**config.mk**
```make
export PLATFORM = sky130hd
export DESIGN_NAME = clock_divider_bank_flat
export DESIGN_NICKNAME = d
export VERILOG_FILES = /design/src/rtl/clock_divider_bank_pkg.sv /design/src/rtl/clock_divider_bank_if.sv /design/src/rtl/divider_channel.sv /design/src/rtl/clock_divider_bank.sv /design/src/flat_wrapper.sv
export SDC_FILE = /design/constraint.sdc
export NUM_CORES = 1
export LEC_CHECK = 0
export CORE_UTILIZATION = 50
export CTS_CLUSTER_SIZE = 24
export DETAILED_ROUTE_END_ITERATION = 6
export PLACE_DENSITY = 0.68
export SKIP_CTS_REPAIR_TIMING = 1
export SYNTH_ARGS = -nofsm -noshare
export SYNTH_HDL_FRONTEND = slang
export SYNTH_SLANG_ARGS = --single-unit
export TNS_END_PERCENT = 30
```
**constraint.sdc**
```tcl
create_clock -name clock -period 9.95 [get_ports clock]
set_input_delay 1.99 -clock clock [delete_from_list [all_inputs] [get_ports clock]]
set_output_delay 1.99 -clock clock [all_outputs]
set_load 0.005 [all_outputs]
```
**src/rtl/clock_divider_bank_pkg.sv**
```systemverilog
// clock_divider_bank_pkg: shared mode encodings and default divider constants
package clock_divider_bank_pkg;
  typedef enum logic {MODE_SQUARE = 1'b0, MODE_PULSE = 1'b1} mode_e;
  localparam int CNT_W_DEF = 26;
  localparam logic [CNT_W_DEF-1:0] DEFAULT_DIV_DEF = 26'd25000000;
endpackage

```
**src/rtl/clock_divider_bank_if.sv**
```systemverilog
// clock_divider_bank_if: control strobes and divided outputs of the divider bank
interface clock_divider_bank_if #(
  parameter int N_CH = 4,
  parameter int CNT_W = 26,
  parameter int CH_W = 2
);
  logic [N_CH-1:0] enable;
  logic [N_CH-1:0] mode;
  logic load;
  logic [CH_W-1:0] load_ch;
  logic [CNT_W-1:0] load_value;
  logic sync_clear;
  logic [N_CH-1:0] clk_out;
  logic [N_CH-1:0] tick;
  modport master (output enable, mode, load, load_ch, load_value, sync_clear, input clk_out, tick);
  modport slave (input enable, mode, load, load_ch, load_value, sync_clear, output clk_out, tick);
endinterface

```
**src/rtl/divider_channel.sv**
```systemverilog
// divider_channel: one divider lane with divisor, counter, terminal tick and square/pulse output
module divider_channel
  import clock_divider_bank_pkg::*;
#(
  parameter int CNT_W = CNT_W_DEF,
  parameter logic [CNT_W-1:0] DEFAULT_DIV = CNT_W'(DEFAULT_DIV_DEF)
) (
  input  logic clock,
  input  logic reset,
  input  logic enable,
  input  logic mode,
  input  logic load,
  input  logic [CNT_W-1:0] load_value,
  input  logic sync_clear,
  output logic tick,
  output logic clk_out
);
  logic [CNT_W-1:0] cnt_q, cnt_d, div_q, div_d;
  logic tick_q, tick_d, clk_out_q, clk_out_d, mode_q, mode_d, term;
  always_comb begin
    term = enable && cnt_q == div_q;
    cnt_d = (sync_clear || load || term) ? '0 : enable ? cnt_q + 1'b1 : cnt_q;
    div_d = load ? load_value : div_q;
    tick_d = term && !load && !sync_clear;
    mode_d = mode;
    // a square wave resumed after pulse mode restarts its phase from low
    clk_out_d = sync_clear ? 1'b0 : mode == MODE_PULSE ? tick_d
              : (mode_q == MODE_PULSE ? 1'b0 : clk_out_q) ^ tick_d;
  end
  always_ff @(posedge clock or posedge reset) begin
    if (reset) begin
      cnt_q <= '0;
      div_q <= DEFAULT_DIV;
      tick_q <= 1'b0;
      clk_out_q <= 1'b0;
      mode_q <= MODE_SQUARE;
    end else begin
      cnt_q <= cnt_d;
      div_q <= div_d;
      tick_q <= tick_d;
      clk_out_q <= clk_out_d;
      mode_q <= mode_d;
    end
  end
  assign tick = tick_q;
  assign clk_out = clk_out_q;
endmodule

```
**src/rtl/clock_divider_bank.sv**
```systemverilog
// clock_divider_bank: bank of independent clock dividers with per-channel divisor load and global phase clear
module clock_divider_bank
  import clock_divider_bank_pkg::*;
#(
  parameter int N_CH = 4,
  parameter int CNT_W = CNT_W_DEF,
  parameter logic [CNT_W-1:0] DEFAULT_DIV = CNT_W'(DEFAULT_DIV_DEF),
  parameter int CH_W = N_CH > 1 ? $clog2(N_CH) : 1
) (
  input logic clock,
  input logic reset,
  clock_divider_bank_if.slave bus
);
  logic [N_CH-1:0] load_hit, tick_w, clk_out_w;
  for (genvar i = 0; i < N_CH; i++) begin : g_ch
    assign load_hit[i] = bus.load && bus.load_ch == CH_W'(i);
    divider_channel #(.CNT_W(CNT_W), .DEFAULT_DIV(DEFAULT_DIV)) u_ch (
      .clock(clock),
      .reset(reset),
      .enable(bus.enable[i]),
      .mode(bus.mode[i]),
      .load(load_hit[i]),
      .load_value(bus.load_value),
      .sync_clear(bus.sync_clear),
      .tick(tick_w[i]),
      .clk_out(clk_out_w[i])
    );
  end
  assign bus.tick = tick_w;
  assign bus.clk_out = clk_out_w;
endmodule

```
**src/flat_wrapper.sv**
```systemverilog
// flat-port wrapper written by rule: the top's interface ports become plain ports
module clock_divider_bank_flat import clock_divider_bank_pkg::*;
#(
  parameter int N_CH = 4,
  parameter int CNT_W = CNT_W_DEF,
  parameter logic [CNT_W-1:0] DEFAULT_DIV = CNT_W'(DEFAULT_DIV_DEF),
  parameter int CH_W = N_CH > 1 ? $clog2(N_CH) : 1
)
  (clock, reset, bus_enable, bus_mode, bus_load, bus_load_ch, bus_load_value, bus_sync_clear, bus_clk_out, bus_tick);
  clock_divider_bank_if #(.N_CH(N_CH), .CNT_W(CNT_W), .CH_W(CH_W)) bus_i ();
  input logic clock;
  input logic reset;
  input wire logic [$bits(bus_i.enable)-1:0] bus_enable;
  input wire logic [$bits(bus_i.mode)-1:0] bus_mode;
  input wire logic [$bits(bus_i.load)-1:0] bus_load;
  input wire logic [$bits(bus_i.load_ch)-1:0] bus_load_ch;
  input wire logic [$bits(bus_i.load_value)-1:0] bus_load_value;
  input wire logic [$bits(bus_i.sync_clear)-1:0] bus_sync_clear;
  output wire logic [$bits(bus_i.clk_out)-1:0] bus_clk_out;
  output wire logic [$bits(bus_i.tick)-1:0] bus_tick;
  assign bus_i.enable = bus_enable;
  assign bus_i.mode = bus_mode;
  assign bus_i.load = bus_load;
  assign bus_i.load_ch = bus_load_ch;
  assign bus_i.load_value = bus_load_value;
  assign bus_i.sync_clear = bus_sync_clear;
  assign bus_clk_out = bus_i.clk_out;
  assign bus_tick = bus_i.tick;
  clock_divider_bank #(.N_CH(N_CH), .CNT_W(CNT_W), .DEFAULT_DIV(DEFAULT_DIV), .CH_W(CH_W)) u_core (.clock(clock), .reset(reset), .bus(bus_i));
endmodule
```
==> results.cfg, run 1 <==
[global_route]
grt_pass1_wl_mm = 40.63
first_global_vias = 7500
track_usage_pct = 23.79
grt_start_max_net_pins = 142
grt_overflow = 0
antenna_found_initial = 0

[logic_synthesis]
yosysSeqAreaShare_pct = 51.88
synthSimpleGateAreaFrac_pct = 24.54
synth-seq-cells = 220
synthMuxAreaShare_pct = 3.103
ys_types = 40
ys.warnings.count = 0
postSynthCellCount = 1095
syn-num-nets = 1139
synth-compound-area-share_pct = 1.003
synthXorXnorAreaFrac_pct = 16.49
synth_area_per_cell_um2 = 9.796
synth_top_family_by_area = simple AND/OR/NAND/NOR gates
synth_area_um2 = 10730
synthAdderAreaFrac_pct = 0.4666

[run]
max_cap_viol_count = 0

[sta]
finClkSkew_ns = 0.005737
hold-worst-slack_ns = 0.4631
max_freq_mhz = 257.1
rsz0062_at_grt = no
fin_tns_setup_ns = 0
fin_crit_sh_pct = 39.09
tightest_slew_ns = 1.147
setup_violations = 0
max-slew-margin-rel_pct = 23.30
drv_slew = 0
hold_viol = 0
period_minus_slack_ns = 3.889

[detailed_routing]
dr_wl_met2_mm = 11.69
highest_layer = met4
drcViolationCount = 0
avgRoutedWirePerCell_um = 17.74
routed-via-count = 7692
dr_wl_met3_mm = 1.427
wirelength_mm = 25.11
antenna_left = 0
drt-pass1-iter-count = 7
met1Wirelength_mm = 11.39
drt_iter0_drc = 503
via_per_inst = 5.436

[final_layout]
final_util_pct = 58.00
final_cell_mix = 273 x nand2_1, 172 x dfrtp_1, 123 x nor2_1
syn2layout_area_growth_pct = 13.66
stdcell_count = 1415
drive_above_1_share_pct = 12.55
final_common_cell = nand2_1
fin_nets = 1165

[floorplanning]
dieArea_um2 = 22040
num_rows = 53
start_util_pct = 51.03
die_w_um = 148.5
core_um2 = 21020
pin_count = 48
die_h_um = 148.5

[placed_design]
numPlacedInstances = 1370
io_buffers = 47
detailedPlacementHpwl_mm = 16.73
place.gp.congestion = 0.7776

[setup_path]
critPathRequiredTime_ns = 10.30
startpoint_type = primary input
reg2reg_slack_ns = 7.35
worstSetupEndpointType = flip-flop
r2r-start = u_core.g_ch[3].u_ch.div_q[12]
cp.arrival_ns = 4.24
crit_path_max_fanout = 26
worstRegToRegCells = 5
crit_type = in -> reg
r2r-end = u_core.g_ch[3].u_ch.cnt_q[4]

[hold_path]
hp-start = u_core.g_ch[2].u_ch.div_q[14]
hold_depth = 2
hold_end = u_core.g_ch[2].u_ch.div_q[14]
hold_path.class = reg -> reg

[clock_tree]
cts_made_buffers = 24
cts_tree = done
cts.clk_slew.worst_paths_ns = 0.06
clockBufferDepth = 3
cts_num_sinks = 220
insertion_delay_ns = 0.52
htreeDepth = 1
cts-root-buf = clkbuf_16

[pwr]
p_per_area_nw_per_um2 = 181.7
peakVddDrop_mv = 0.1132
leakage_nw = 5.304

[status]
status = completed
-- flip-flops by register name (all words and copies together) (netlist names) --
register / flops
u_core.g_ch.u_ch.cnt_q: 104
u_core.g_ch.u_ch.div_q: 104
u_core.g_ch.u_ch.clk_out: 4
u_core.g_ch.u_ch.mode_q: 4
u_core.g_ch.u_ch.tick: 4
-- area by class of cell --
type | count | area (um^2)
antenna | 1 | 2.502
tap | 275 | 344.1
sequential | 220 | 5565
clock inverter | 7 | 85.08
inverter | 7 | 33.78
timing repair buffer | 51 | 500.5
multi-input combinational | 817 | 4900
fill | 1811 | 8830
clock buffer | 37 | 760.7
-- layer usage --
layer,vias to the layer above,track usage [%]
li1,3656,-
met1,3821,33.67
met2,175,37.76
met3,40,3.712
met4,0,7.062
met5,-,0
-- Yosys cell counts --
library cell,n,share of area (%)
nand2_1,273,9.6
dfrtp_1,172,40
nor2_1,124,4.3
xnor2_1,107,8.7
xor2_1,95,7.8
dfstp_2,48,12
nand4_1,42,2.4
nand3_1,31,1.4
mux2_2,26,2.7
clkbuf_1,24,0.84
nor3_1,18,0.84
nor4_1,17,0.99
buf_2,14,0.65
and3_1,12,0.70
and4_1,9,0.73
buf_4,9,0.63
inv_1,7,0.24
or4_1,7,0.49
a21oi_1,6,0.28
nor3b_1,6,0.42
o31ai_1,5,0.35
or4_4,5,0.52
buf_1,4,0.14
ha_1,4,0.47
mux2i_1,4,0.37
nor4_2,4,0.47
o21ai_2,4,0.33
or2_2,3,0.17
and2_1,2,0.12
nor4_4,2,0.40
or3_1,2,0.12
and3b_1,1,0.082
nand2b_1,1,0.058
nand3b_1,1,0.070
nand4_2,1,0.12
nand4_4,1,0.20
nor2b_1,1,0.058
nor3b_2,1,0.12
nor4b_1,1,0.082
o21ai_0,1,0.047
-- worst max-delay path by stage --
stage,startpoint,end,cells after the start,slack [ns]
2_1_floorplan,reset,u_core.g_ch[0].u_ch.clk_out,1,2.02
3_3_place_gp,bus_enable[0],u_core.g_ch[0].u_ch.cnt_q[23],5,5.53
3_5_place_dp,bus_enable[0],u_core.g_ch[0].u_ch.cnt_q[21],5,5.50
4_1_cts,bus_enable[0],u_core.g_ch[0].u_ch.cnt_q[5],5,6.04
5_1_grt,bus_enable[0],u_core.g_ch[0].u_ch.cnt_q[5],5,5.86
6_report,bus_enable[0],u_core.g_ch[0].u_ch.cnt_q[5],5,6.06
-- report_power, final --
part	switching (mW)	internal (mW)
clock network	0.361	0.576
logic	0.122	0.102
registers	0.0604	0.994
-- through the flow --
stage	instance area (um^2)	total power, mW	setup slack, ns
after detailed placement	11340	1.293	5.496
after global routing	12190	2.302	5.860
final	12190	2.215	6.061
after floorplan	10730	1.212	2.018
after CTS	12190	2.237	6.037
after global placement	11340	1.287	5.532
-- logic make-up (layout without fill, tap and decap cells) --
logic type               after synthesis  count (layout)
other                                  0               1
multiplexers                          30              30
AND/OR/NAND/NOR                      565             565
flip-flops                           220             220
AO/OA/AOI/OAI                         16              16
XOR/XNOR                             202             202
buffers and inverters                 58             102
adder cells (fa/ha/maj)                4               4
-- worst max-delay path: stages --
cell             delay, ns
clkdlybuf4s50_1       0.67
nand4_1               0.15
or4_4                 0.47
o21ai_2               0.82
nor2_1                0.14
(Power assumes the default switching activity.)
==> run 2, diff against run 1 <==
==> constraint.sdc (replaced) <==
create_clock -name clock -period 3.8 [get_ports clock]
set_input_delay 0.76 -clock clock [delete_from_list [all_inputs] [get_ports clock]]
set_output_delay 0.76 -clock clock [all_outputs]
set_load 0.005 [all_outputs]
==> results.cfg, run 2 (synthesis gave the netlist of run 1 again) <==
[final_layout]
final_cell_mix = 273 x nand2_1, 172 x dfrtp_1, 123 x nor2_1
fin_nets = 1177
final_common_cell = nand2_1
syn2layout_area_growth_pct = 14.45
drive_above_1_share_pct = 13.12
largest_registers = u_core.g_ch.u_ch.cnt_q x104, u_core.g_ch.u_ch.div_q x104

[clock_tree]
cts_tree = done
cts_made_buffers = 25
cts_num_sinks = 220
htreeDepth = 1
clockBufferDepth = 3
cts.clk_slew.worst_paths_ns = 0.06
cts-root-buf = clkbuf_16
insertion_delay_ns = 0.51

[setup_path]
crit_type = in -> reg
worstSetupEndpointType = flip-flop
cp.arrival_ns = 2.92
critPathRequiredTime_ns = 4.18
startpoint_type = primary input
crit_path_max_fanout = 8

[sta]
fin_crit_sh_pct = 66.79
finClkSkew_ns = 0.01015
setup_violations = 0
rsz0062_at_grt = no
max-slew-margin-rel_pct = 49.78
max_freq_mhz = 394.0
hold_viol = 0
tightest_slew_ns = 0.7471
drv_slew = 0
period_minus_slack_ns = 2.538
fin_tns_setup_ns = 0

[hold_path]
hold_path.class = reg -> reg

[pwr]
p_per_area_nw_per_um2 = 465.8
leakage_nw = 5.345
p_sw_mw = 1.413
pwr-share-clk_pct = 41.2
combPwrFrac_pct = 10.5
p_sw_share_pct = 24.71
power_frac_seq_pct = 48.3
power_mw = 5.719
peakVddDrop_mv = 0.4808
p_int_mw = 4.305

[status]
status = completed

[floorplanning]
start_util_pct = 51.03
pin_count = 48
num_rows = 53
die_w_um = 148.5
core_um2 = 21020
dieArea_um2 = 22040
die_h_um = 148.5

[detailed_routing]
wirelength_mm = 25.16
drt-pass1-iter-count = 5
drt_iter0_drc = 479
avgRoutedWirePerCell_um = 17.63
via_per_inst = 5.379
antenna_left = 0
routed-via-count = 7676
drcViolationCount = 0

[global_route]
first_global_vias = 7522
grt_start_max_net_pins = 63
track_usage_pct = 23.81
antenna_found_initial = 1
grt_overflow = 0
grt_pass1_wl_mm = 40.68

[placed_design]
detailedPlacementHpwl_mm = 17.41
place.gp.congestion = 0.8151
io_buffers = 47

[run]
max_cap_viol_count = 0
-- run 2: path summary, 6_finish.rpt --
kind                                                 end  depth (start not counted)  slack, ns                           from
setup / recovery           u_core.g_ch[0].u_ch.cnt_q[23]                          6       1.26                  bus_enable[0]
hold / removal             u_core.g_ch[1].u_ch.div_q[20]                          2       0.46  u_core.g_ch[1].u_ch.div_q[20]
setup reg to reg             u_core.g_ch[0].u_ch.clk_out                          5       1.63  u_core.g_ch[0].u_ch.div_q[22]
hold reg to reg            u_core.g_ch[1].u_ch.div_q[20]                          2       0.46  u_core.g_ch[1].u_ch.div_q[20]
max in group asynchronous  u_core.g_ch[0].u_ch.div_q[13]                          3       2.46                          reset
min in group asynchronous  u_core.g_ch[2].u_ch.cnt_q[20]                          2       0.62                          reset
-- run 2: power by group through the flow --
| stage | registers [mW] | logic (mW) | clock network (mW) |
|---|---|---|---|
| 3_5_place_dp | 2.80 | 0.600 | 0 |
| 3_3_place_gp | 2.80 | 0.588 | 0 |
| 2_1_floorplan | 2.75 | 0.423 | 0 |
| 5_1_grt | 2.79 | 0.670 | 2.50 |
| 4_1_cts | 2.76 | 0.608 | 2.40 |
| 6_report | 2.76 | 0.601 | 2.35 |
-- run 2: worst max-delay path, stage by stage --
cell and delay [ns]:
clkdlybuf4s50_1 0.67, nand4_4 0.19, or4_1 0.75, nor4_4 0.35, xnor2_1 0.15, nor2_1 0.05
-- run 2: routing by layer --
layer	up-vias	global-route usage, %	wire length (um)	share of wire [%]
met4	0	6.753	667	2.7
li1	3663	-	-	-
met5	-	0	0	0
met3	51	4.233	1407	5.6
met2	172	37.08	11580	46
met1	3790	34.07	11510	46
-- run 2: final cells by class --
cell class	instances	area, um^2
Sequential cell	220	5565
Clock buffer	36	706.9
Antenna cell	1	2.502
Fill cell	1792	8745
Timing Repair Buffer	62	633.1
Clock inverter	9	95.09
Multi-Input combinational cell	817	4900
Inverter	7	30.03
Tap cell	275	344.1
-- run 2: metrics by stage --
step | area [um^2] | utilization (%) | hold slack, ns | cells | setup slack [ns]
floorplan | 10730 | - | 0.4455 | 1095 | 0.2111
global placement | 11470 | 54.57 | 0.4539 | 1381 | 0.7650
detailed placement | 11470 | 54.57 | 0.4555 | 1381 | 0.7433
CTS | 12270 | 58.39 | 0.4661 | 1426 | 1.278
global route | 12270 | 58.39 | 0.4828 | 1426 | 1.114
finish | 12280 | 58.40 | 0.4649 | 1427 | 1.262
